[config.mk]
export PLATFORM = sky130hd
export DESIGN_NAME = serial_adder_flat
export DESIGN_NICKNAME = d
export VERILOG_FILES = /design/src/rtl/serial_arith_pkg.sv /design/src/rtl/serial_adder_if.sv /design/src/rtl/serial_adder_full_adder.sv /design/src/rtl/serial_adder.sv /design/src/flat_wrapper.sv
export SDC_FILE = /design/constraint.sdc
export NUM_CORES = 1
export LEC_CHECK = 0
export BUFFER_PORTS_ARGS = -buffer_cell sky130_fd_sc_hd__buf_2
export CAP_MARGIN = 20
export CELL_PAD_IN_SITES_DETAIL_PLACEMENT = 1
export CELL_PAD_IN_SITES_GLOBAL_PLACEMENT = 2
export CORE_MARGIN = 5
export CORE_UTILIZATION = 32
export DETAILED_ROUTE_END_ITERATION = 10
export GPL_ROUTABILITY_DRIVEN = 0
export PLACE_DENSITY = 0.89
export SYNTH_ARGS = -nofsm -noshare
export SYNTH_HDL_FRONTEND = slang
export SYNTH_SLANG_ARGS = --single-unit
[constraint.sdc]
create_clock -name clk -period 1.6 [get_ports clk]
set_clock_uncertainty 0.15 [all_clocks]
set_input_delay 0.32 -clock clk [delete_from_list [all_inputs] [get_ports clk]]
set_output_delay 0.32 -clock clk [all_outputs]
set_load 0.02 [all_outputs]
[src/rtl/serial_arith_pkg.sv]
// Shared definitions for the bit-serial arithmetic blocks: FSM encodings and
// legal operand widths.
package serial_arith_pkg;

  typedef logic [1:0] state_t;

  localparam state_t ST_IDLE = 2'b00;
  localparam state_t ST_RUN  = 2'b01;
  localparam state_t ST_DONE = 2'b10;

  localparam int WIDTH_MIN = 2;
  localparam int WIDTH_MAX = 64;

endpackage

[src/rtl/serial_adder_if.sv]
// Operand and result handshakes of the serial adder.
// Both channels use valid/ready: a transfer happens on a rising clk edge where
// valid and ready are both 1; the producer holds its data stable until then.
interface serial_adder_if #(parameter int WIDTH = 8);

  logic             in_valid;
  logic             in_ready;
  logic [WIDTH-1:0] a;
  logic [WIDTH-1:0] b;
  logic             c_in;
  logic             out_valid;
  logic             out_ready;
  logic [WIDTH-1:0] sum;
  logic             c_out;

  modport master (
    output in_valid, a, b, c_in, out_ready,
    input  in_ready, out_valid, sum, c_out
  );

  modport slave (
    input  in_valid, a, b, c_in, out_ready,
    output in_ready, out_valid, sum, c_out
  );

endinterface

[src/rtl/serial_adder_full_adder.sv]
// One-bit full adder built from two half adders; the only arithmetic cell
// used by the serial adder.
module half_adder (
  input  logic a,
  input  logic b,
  output logic sum,
  output logic carry
);
  assign sum   = a ^ b;
  assign carry = a & b;
endmodule

module full_adder (
  input  logic a,
  input  logic b,
  input  logic c_in,
  output logic sum,
  output logic carry
);
  logic s1, c1, c2;

  half_adder u_ha0 (.a(a),  .b(b),    .sum(s1),  .carry(c1));
  half_adder u_ha1 (.a(s1), .b(c_in), .sum(sum), .carry(c2));

  assign carry = c1 | c2;
endmodule

[src/rtl/serial_adder.sv]
// Bit-serial adder: adds a + b + c_in LSB first, one bit per clock, through a
// single full adder and a carry flip-flop.
module serial_adder
  import serial_arith_pkg::*;
#(
  parameter int WIDTH = 8
) (
  input  logic   clk,
  input  logic   rst_n,
  serial_adder_if.slave bus,
  output state_t fsm_state
);

  localparam int CW = (WIDTH > 1) ? $clog2(WIDTH) : 1;
  localparam logic [CW-1:0] CNT_LAST = CW'(WIDTH - 1);

  if (WIDTH < WIDTH_MIN || WIDTH > WIDTH_MAX) begin : g_bad_width
    $error("serial_adder: WIDTH out of range");
  end

  state_t           state;
  logic [WIDTH-1:0] a_sh;
  logic [WIDTH-1:0] b_sh;
  logic [WIDTH-1:0] sum_sh;
  logic             carry;
  logic [CW-1:0]    cnt;
  logic             fa_sum;
  logic             fa_carry;

  full_adder u_fa (
    .a    (a_sh[0]),
    .b    (b_sh[0]),
    .c_in (carry),
    .sum  (fa_sum),
    .carry(fa_carry)
  );

  always_ff @(posedge clk or negedge rst_n) begin
    if (!rst_n) begin
      state  <= ST_IDLE;
      a_sh   <= '0;
      b_sh   <= '0;
      sum_sh <= '0;
      carry  <= 1'b0;
      cnt    <= '0;
    end else begin
      case (state)
        ST_IDLE: begin
          if (bus.in_valid) begin
            a_sh  <= bus.a;
            b_sh  <= bus.b;
            carry <= bus.c_in;
            cnt   <= '0;
            state <= ST_RUN;
          end
        end
        ST_RUN: begin
          // Result bits enter at the MSB so the LSB lands at bit 0 after WIDTH shifts.
          sum_sh <= {fa_sum, sum_sh[WIDTH-1:1]};
          carry  <= fa_carry;
          a_sh   <= {1'b0, a_sh[WIDTH-1:1]};
          b_sh   <= {1'b0, b_sh[WIDTH-1:1]};
          cnt    <= cnt + CW'(1);
          if (cnt == CNT_LAST) state <= ST_DONE;
        end
        ST_DONE: begin
          if (bus.out_ready) state <= ST_IDLE;
        end
        default: state <= ST_IDLE;
      endcase
    end
  end

  assign bus.in_ready  = (state == ST_IDLE);
  assign bus.out_valid = (state == ST_DONE);
  assign bus.sum       = sum_sh;
  assign bus.c_out     = carry;
  assign fsm_state     = state;

endmodule

[src/flat_wrapper.sv]
// flat-port wrapper written by rule: the top's interface ports become plain ports
module serial_adder_flat import serial_arith_pkg::*;
#(
  parameter int WIDTH = 8
)
  (clk, rst_n, fsm_state, bus_in_valid, bus_a, bus_b, bus_c_in, bus_out_ready, bus_in_ready, bus_out_valid, bus_sum, bus_c_out);
  serial_adder_if #(.WIDTH(WIDTH)) bus_i ();
  input  logic clk;
  input  logic rst_n;
  output state_t fsm_state;
  input wire logic [$bits(bus_i.in_valid)-1:0] bus_in_valid;
  input wire logic [$bits(bus_i.a)-1:0] bus_a;
  input wire logic [$bits(bus_i.b)-1:0] bus_b;
  input wire logic [$bits(bus_i.c_in)-1:0] bus_c_in;
  input wire logic [$bits(bus_i.out_ready)-1:0] bus_out_ready;
  output wire logic [$bits(bus_i.in_ready)-1:0] bus_in_ready;
  output wire logic [$bits(bus_i.out_valid)-1:0] bus_out_valid;
  output wire logic [$bits(bus_i.sum)-1:0] bus_sum;
  output wire logic [$bits(bus_i.c_out)-1:0] bus_c_out;
  assign bus_i.in_valid = bus_in_valid;
  assign bus_i.a = bus_a;
  assign bus_i.b = bus_b;
  assign bus_i.c_in = bus_c_in;
  assign bus_i.out_ready = bus_out_ready;
  assign bus_in_ready = bus_i.in_ready;
  assign bus_out_valid = bus_i.out_valid;
  assign bus_sum = bus_i.sum;
  assign bus_c_out = bus_i.c_out;
  serial_adder #(.WIDTH(WIDTH)) u_core (.clk(clk), .rst_n(rst_n), .bus(bus_i), .fsm_state(fsm_state));
endmodule
Word-level counts from Yosys, hierarchy flattened. Index checks and enable logic that the tools add are counted.

Output and inout bits: 13. Bits of input ports: 21. Flip-flop bits (word level): 30. Word-level logic and storage cells: 34.

Bitwise gates (word level): 5. Equality and inequality tests: 6. Muxes and demuxes: 12. Reduce and logical (&&, ||, !) cells: 4. $add $sub $neg: 1.

Operators by type and width (number): one-hot mux 8 bit (2 select lines) (2); 2-to-1 mux 8 bit (2); 2-to-1 mux 2 bit (3); one-hot mux 2 bit (3 select lines) (1); one-hot mux 3 bit (2 select lines) (1); inequality test 2 bit (second input constant) (2); adder 3 x 1 -> 3 bit (second input constant) (1); equality test 3 bit (second input constant) (1); 2-to-1 mux 3 bit (1); AND reduction 3 bit (1); bitwise AND 1 bit (2); equality test 2 x 1 -> 1 bit (second input constant) (1); equality test 2 bit (second input constant) (1); zero test 2 bit (1); inequality test 2 x 1 -> 1 bit (second input constant) (1); one-hot mux 1 bit (2 select lines) (1); AND reduction 2 bit (1); nonzero test 2 bit (1); XOR 1 bit (2); 2-to-1 mux 1 bit (1); bitwise OR 1 bit (1).

Logic depth before layout (Yosys ltp). Gate-level depths: netlist (run 1).

Word-level depth: 4. Gate-level depth with buffers: 5.

Cells and area by module. A second synthesis (run 1) with hierarchy kept.

Cells, all modules: 124. Area total of the unflattened synthesis: 1501.4 um2.

Modules (own cells, without submodules): serial_adder (instances 1, seq. area each 750.7 um2, cells an instance 121, area each 1470.2 um2); half_adder (instances 2, seq. area each 0.0 um2, cells an instance 1, area each 12.5 um2); full_adder (instances 1, seq. area each 0.0 um2, cells an instance 1, area each 6.3 um2).

Worst setup path after synthesis (run 1). Ideal clock, no wire load.

Path kind: flip-flop to output port. Start: register u_core.state[1], in the netlist u_core.fsm_state[1]. End: output port bus_out_valid. Data arrival time: 1134 ps. Slack: -4 ps. Stages on the path, launching flop included: 5. Buffers on the path: 2. Data required time: 1130 ps. Cell sequence: dfrtp_1 -> buf_6 -> inv_2 -> buf_2 -> nor2_1.

Word-level cells in the longest chain between the ends: 1.

RTL lines: from (decl) (line serial_adder.sv:21) `state_t state;`; from (signal assigned) (line serial_adder.sv:40) `state <= ST_IDLE;`; from (signal assigned) (line serial_adder.sv:54) `state <= ST_RUN;`; from (signal assigned) (line serial_adder.sv:64) `if (cnt == CNT_LAST) state <= ST_DONE;`; equality test 2 bit (line serial_adder.sv:75) `assign bus.out_valid = (state == ST_DONE);`; to (decl) (line flat_wrapper.sv:17) `output wire logic [$bits(bus_i.out_valid)-1:0] bus_out_valid;`.

No other way between the ends.

Worst setup path in the final report (run 1).
Start: register u_core.state[0], in the netlist u_core.fsm_state[0]. End: output port bus_in_ready.

Word-level cells in the longest chain between the ends: 1.

RTL lines: zero test 2 bit (line serial_adder.sv:74) `assign bus.in_ready = (state == ST_IDLE);`; to (decl) (line flat_wrapper.sv:16) `output wire logic [$bits(bus_i.in_ready)-1:0] bus_in_ready;`.

No other way between the ends.

==> results of run 1 <==
[sequential cells by signal, indices dropped and copies added, names as in the netlist]
| name | count |
|---|---|
| u_core.fsm_state | 2 |
| u_core.a_sh | 8 |
| u_core.cnt | 3 |
| u_core.bus.sum | 8 |
| u_core.b_sh | 8 |
| u_core.bus.c_out | 1 |
[routing by layer]
metal	global-route usage [%]	wire, um	vias up	part of all wire [%]
met5	0	0	-	0
met4	4.74	46	0	1.3
met3	3.47	189	5	5.2
met2	23.8	1790	27	49
met1	17.5	1650	586	45
li1	-	-	559	-
[kinds of logic after synthesis]
| kind of cell | after synthesis | synth area share, % |
|---|---|---|
| compound gates | 47 | 22.1 |
| simple gates | 41 | 14.1 |
| flops | 30 | 55.4 |
| buf+inv | 11 | 5.07 |
| fa+ha+maj | 3 | 3.32 |
[worst max-delay path, cell delays in order, from the launching register on]
cell	delay (ns)
dfrtp_2	0.45
nor2_2	0.16
buf_2	0.19
[worst max-delay path by stage]
| stage | from | to |
|---|---|---|
| 6_report | u_core.fsm_state[0] | bus_in_ready |
| 5_1_grt | u_core.fsm_state[0] | bus_in_ready |
| 4_1_cts | u_core.fsm_state[0] | bus_in_ready |
| 3_5_place_dp | u_core.fsm_state[1] | u_core.a_sh[6] |
| 3_3_place_gp | u_core.fsm_state[1] | u_core.b_sh[2] |
| 2_1_floorplan | u_core.fsm_state[1] | bus_out_valid |
[report_power, final]
group | total (W) | internal, W | switching (W)
sequential | 0.00138 | 0.00111 | 0.000265
combinational | 0.00149 | 0.000643 | 0.000848
clock | 0.000620 | 0.000346 | 0.000273
total | 0.00349 | 0.00210 | 0.00139
[cell usage in the layout, fill, tap and decap left out]
cell           count
o22ai_1           22
a2bb2oi_1          4
clkbuf_1           1
nor2_4             1
a22o_1             2
nand3b_1           2
o21ai_1            2
o31ai_1            1
nand2_1           28
buf_2             33
or2_1              1
nor2b_1            2
dlygate4sd3_1      1
fa_1               1
o221a_2            1
clkbuf_8           6
a21oi_1           10
nand2b_1           3
buf_4             11
o221a_1            1
nand2b_2           1
dfrtp_1           28
inv_2              2
ha_1               2
nor2_2             3
o21ai_0            4
dfrtp_2            2
clkinv_2           1
[through the flow]
| stage | worst slack [ns] | cells | area (um^2) | utilization (%) | total power (W) |
|---|---|---|---|---|---|
| after CTS | 0.0449 | 225 | 1710 | 42.1 | 0.00353 |
| final | 0.0497 | 226 | 1710 | 42.2 | 0.00349 |
| after floorplan | 0.0851 | 132 | 1360 | - | 0.00238 |
| after global routing | 0.00367 | 226 | 1710 | 42.2 | 0.00376 |
| after detailed placement | 0.0428 | 212 | 1570 | 38.7 | 0.00284 |
| after global placement | 0.159 | 212 | 1570 | 38.7 | 0.00272 |
[final cells by class]
class                   count  area share, %
flip-flops and latches     30           43.9
well taps                  50           3.65
clock inverters             1          0.292
multi-input cells          91           31.6
inverters                   2          0.438
clock buffers               7           5.04
repair buffers             45           15.0
[timing repair]
| action | CTS | global route |
|---|---|---|
| resized for setup | 3 | 0 |
| hold buffers | 1 | 0 |
| endpoints found under the hold margin | 30 | 0 |
| setup endpoints to repair | 3 | 2 |
| setup buffers | 4 | 1 |
==> results.json, run 1 <==
{
  "hold_viol_final": 0,
  "areaGrowthSynthToFinish_pct": 26.4,
  "min-delay-start": "bus_out_ready",
  "die_h_um": 75.1,
  "cts_root_buf": "clkbuf_8",
  "synth_top_area_cell": "dfrtp_1",
  "diodes": 0,
  "outcome": "finished, final reports clean",
  "register_area_um2": 753,
  "rsz0062_at_grt": "false",
  "firstDrtPassIters": 3,
  "grt_pass1_wl_um": 6040,
  "grt_overflow_total": 0,
  "avgSynthCellArea_um2": 10.3,
  "hold-path-endpoint": "u_core.fsm_state[1]",
  "grt_pass1_vias": 1303,
  "vias": 1177,
  "slew_headroom_pct": 73.6,
  "syn_area_um2": 1360,
  "post-dp-hpwl_um": 2630,
  "nFillCells": 469,
  "required_ns": 1.13,
  "drt_iter0_drc": 30,
  "async_flop_share_pct": 100,
  "ys_top_cells_by_count": "30 x dfrtp_1, 28 x nand2_1, 22 x o22ai_1",
  "antenna_left": 0,
  "cts_buffers": 5,
  "multiInputGateArea_um2": 542,
  "synth_area_leaders": "dfrtp_1 55%, o22ai_1 10%, nand2_1 7.7%",
  "cts.path.max_buffers": 2,
  "synth.yosys.seq_area_share_pct": 55.4,
  "h-tree-depth": 2,
  "grt_usage_pct": 14.1,
  "rrSetupSlack_ns": 0.12,
  "setup-tns-final_ns": 0,
  "irDropWorstVdd_mv": 0.675,
  "drc": 0,
  "cts_sinks": 30,
  "hp-class": "in -> reg",
  "dieArea_um2": 5640,
  "io_buffers": 33,
  "start_kind": "flop",
  "fin_crit_ns": 1.55,
  "p_leak_nw": 0.818,
  "crit_type": "reg -> out",
  "yosys_warnings": 0,
  "worst_pin_slew_ns": 0.396,
  "synthFlopType": "dfrtp_1",
  "max_freq_mhz": 645,
  "ios": 34,
  "fin_crit_sh_pct": 96.9,
  "core_area_um2": 4060,
  "cp.arrival_ns": 1.08,
  "syn-num-nets": 156,
  "whs_ns": 0.0605,
  "drive_above_1_share_pct": 34.7,
  "worstRegToRegCells": 4,
  "setup_viol": 0,
  "num_rows": 23,
  "synth_edf_count": 0,
  "reg2reg_from": "u_core.fsm_state[1]",
  "start_util_pct": 33.4,
  "syn_inst": 132,
  "slew_violations": 0,
  "insertion_delay_ns": 0.28,
  "cts_tree": "built",
  "timing.max_cap.violations": 0,
  "yosysTopAreaCellShare_pct": 55.4,
  "ys_ff_latch": 30,
  "wl_per_cell_um": 16.2,
  "nets": 199,
  "via_per_inst": 5.21,
  "path_max_fanout": 5,
  "finalWirelength_um": 3670,
  "hold_depth": 2,
  "path_clk_slew_ns": 0.06,
  "regToRegEndpoint": "u_core.a_sh[6]",
  "synth.distinct_cells": 26,
  "critPathCaptureType": "primary output",
  "antenna_found_initial": 0,
  "power-per-cell-area_nw_per_um2": 2040,
  "die_w_um": 75.1,
  "grt_max_degree": 31,
  "synth.most_common_cell": "dfrtp_1"
}
Note: power is estimated with default switching activity, not from simulation.
==> run 2, diff against run 1 <==
--- a/config.mk
+++ b/config.mk
@@ -10,10 +10,10 @@
 export CELL_PAD_IN_SITES_DETAIL_PLACEMENT = 1
 export CELL_PAD_IN_SITES_GLOBAL_PLACEMENT = 2
 export CORE_MARGIN = 5
-export CORE_UTILIZATION = 32
+export CORE_UTILIZATION = 29
 export DETAILED_ROUTE_END_ITERATION = 10
 export GPL_ROUTABILITY_DRIVEN = 0
-export PLACE_DENSITY = 0.89
+export PLACE_DENSITY = 0.85
 export SYNTH_ARGS = -nofsm -noshare
 export SYNTH_HDL_FRONTEND = slang
 export SYNTH_SLANG_ARGS = --single-unit
==> constraint.sdc (replaced) <==
create_clock -name clk -period 1.35 [get_ports clk]
set_clock_uncertainty 0.15 [all_clocks]
set_input_delay 0.27 -clock clk [delete_from_list [all_inputs] [get_ports clk]]
set_output_delay 0.27 -clock clk [all_outputs]
set_load 0.02 [all_outputs]
==> run 2 against run 1 <==
The run now ends with negative setup slack left; sequential share of layout area is 9.5 points lower; register-to-register slack worse by 0.23 ns; die area is 8.9% higher; clock-buffer cell count is 1 higher; critical path type unchanged; largest power group unchanged.
==> results.json, run 2 (synthesis gave the netlist of run 1 again) <==
{
  "cts_root_buf": "clkbuf_8",
  "worst_pin_slew_ns": 0.239,
  "cts.path.max_buffers": 2,
  "multiInputGateArea_um2": 753,
  "io_buffers": 33,
  "die_h_um": 78.4,
  "hold_viol_final": 0,
  "grt_max_degree": 31,
  "path_clk_slew_ns": 0.06,
  "post-dp-hpwl_um": 2730,
  "grt_pass1_vias": 1369,
  "finalWirelength_um": 4330,
  "outcome": "finished, violations left",
  "required_ns": 0.93,
  "firstDrtPassIters": 4,
  "core_area_um2": 4440,
  "via_per_inst": 5.24,
  "fin_crit_sh_pct": 113,
  "grt_pass1_wl_um": 6550,
  "path_max_fanout": 5,
  "ios": 34,
  "hp-class": "in -> reg",
  "final_common_cell": "dfrtp_1",
  "diodes": 0,
  "rrSetupSlack_ns": -0.11,
  "nFillCells": 481,
  "die_w_um": 78.4,
  "wl_per_cell_um": 17.8,
  "violations": "negative setup slack",
  "rsz0062_at_grt": "true",
  "cp.arrival_ns": 1.11,
  "start_util_pct": 30.5,
  "crit_type": "reg -> out",
  "final_cell_mix": "28 x dfrtp_1, 27 x buf_2, 19 x nand2_1, 14 x buf_6",
  "hold_depth": 2,
  "timing.max_cap.violations": 0,
  "h-tree-depth": 2,
  "nets": 215,
  "setup_viol": 26,
  "utilization_pct": 49.3,
  "setup_ws_ns": -0.176,
  "cts_buffers": 5,
  "grt_usage_pct": 13.9,
  "worstRegToRegCells": 6,
  "cts_tree": "built",
  "power-per-cell-area_nw_per_um2": 2420,
  "vias": 1278,
  "irDropWorstVdd_mv": 1.04,
  "slew_violations": 0,
  "register_area_um2": 753,
  "antenna_found_initial": 0,
  "critPathCaptureType": "primary output",
  "fin_crit_ns": 1.53,
  "start_kind": "flop",
  "dieArea_um2": 6140,
  "num_rows": 24,
  "cts_sinks": 30,
  "antenna_left": 0,
  "max_freq_mhz": 655,
  "drc": 0,
  "drive_above_1_share_pct": 58.3,
  "insertion_delay_ns": 0.28,
  "p_leak_nw": 1.00,
  "areaGrowthSynthToFinish_pct": 61.4,
  "grt_overflow_total": 0,
  "drt_iter0_drc": 43,
  "slew_headroom_pct": 83.9,
  "whs_ns": 0.0207
}
run 2: changes by cell type in the layout (fill, tap and decap cells not counted), sizes merged:
cell,before,now
buf,44,59
clkbuf,7,9
clkinv,1,0
run 2: area by class of cell:
| cell class | count | area share [%] |
|---|---|---|
| clock buffer | 8 | 3.66 |
| tap | 52 | 2.97 |
| sequential | 30 | 34.4 |
| timing repair buffer | 61 | 23.9 |
| multi-input combinational | 91 | 34.4 |
| inverter | 2 | 0.686 |
run 2: final timing paths:
path                                       endpoint                start
worst max-delay path                   bus_in_ready  u_core.fsm_state[1]
worst min-delay path            u_core.fsm_state[1]        bus_out_ready
worst max register to register       u_core.b_sh[4]  u_core.fsm_state[1]
worst min register to register    u_core.bus.sum[0]    u_core.bus.sum[0]
max in group asynchronous       u_core.fsm_state[0]                rst_n
min in group asynchronous         u_core.bus.sum[0]                rst_n
run 2: worst max-delay path, stage by stage, from the launching register on:
cell     delay (ns)
dfrtp_2        0.41
buf_6          0.14
nor2_4         0.13
buf_6          0.13
run 2: where the power goes:
part | leakage [nW] | internal (W) | switching (W) | total (W)
logic | 0.605 | 0.00151 | 0.00136 | 0.00288
registers | 0.356 | 0.00132 | 0.000414 | 0.00173
clock network | 0.0395 | 0.000365 | 0.000332 | 0.000697
run 2: routing by layer:
metal,GRT usage [%],wire length (um)
met1,17.1,1880
met2,21.9,2190
met3,4.35,181
met4,7.34,85
met5,0,0
run 2: metrics by stage:
| stage | TNS (ns) | setup slack (ns) | area [um^2] | instances | power (W) |
|---|---|---|---|---|---|
| 3_5_place_dp | -1.09 | -0.140 | 1670 | 219 | 0.00352 |
| 4_1_cts | -0.612 | -0.169 | 1890 | 235 | 0.00454 |
| 6_report | -1.89 | -0.176 | 2190 | 244 | 0.00531 |
| 3_3_place_gp | -0.286 | -0.0379 | 1670 | 219 | 0.00340 |
| 5_1_grt | -3.03 | -0.216 | 2190 | 244 | 0.00568 |
| 2_1_floorplan | 0 | 0.00394 | 1390 | 132 | 0.00287 |
run 2: what timing repair did:
action / in CTS / in global routing
setup endpoints to repair: 18 / 33
setup buffers: 7 / 8
pin swaps: 3 / 19
gates cloned: 0 / 1
hold buffers: 1 / 0
resized for setup: 23 / 52
hold endpoints to repair: 30 / 0
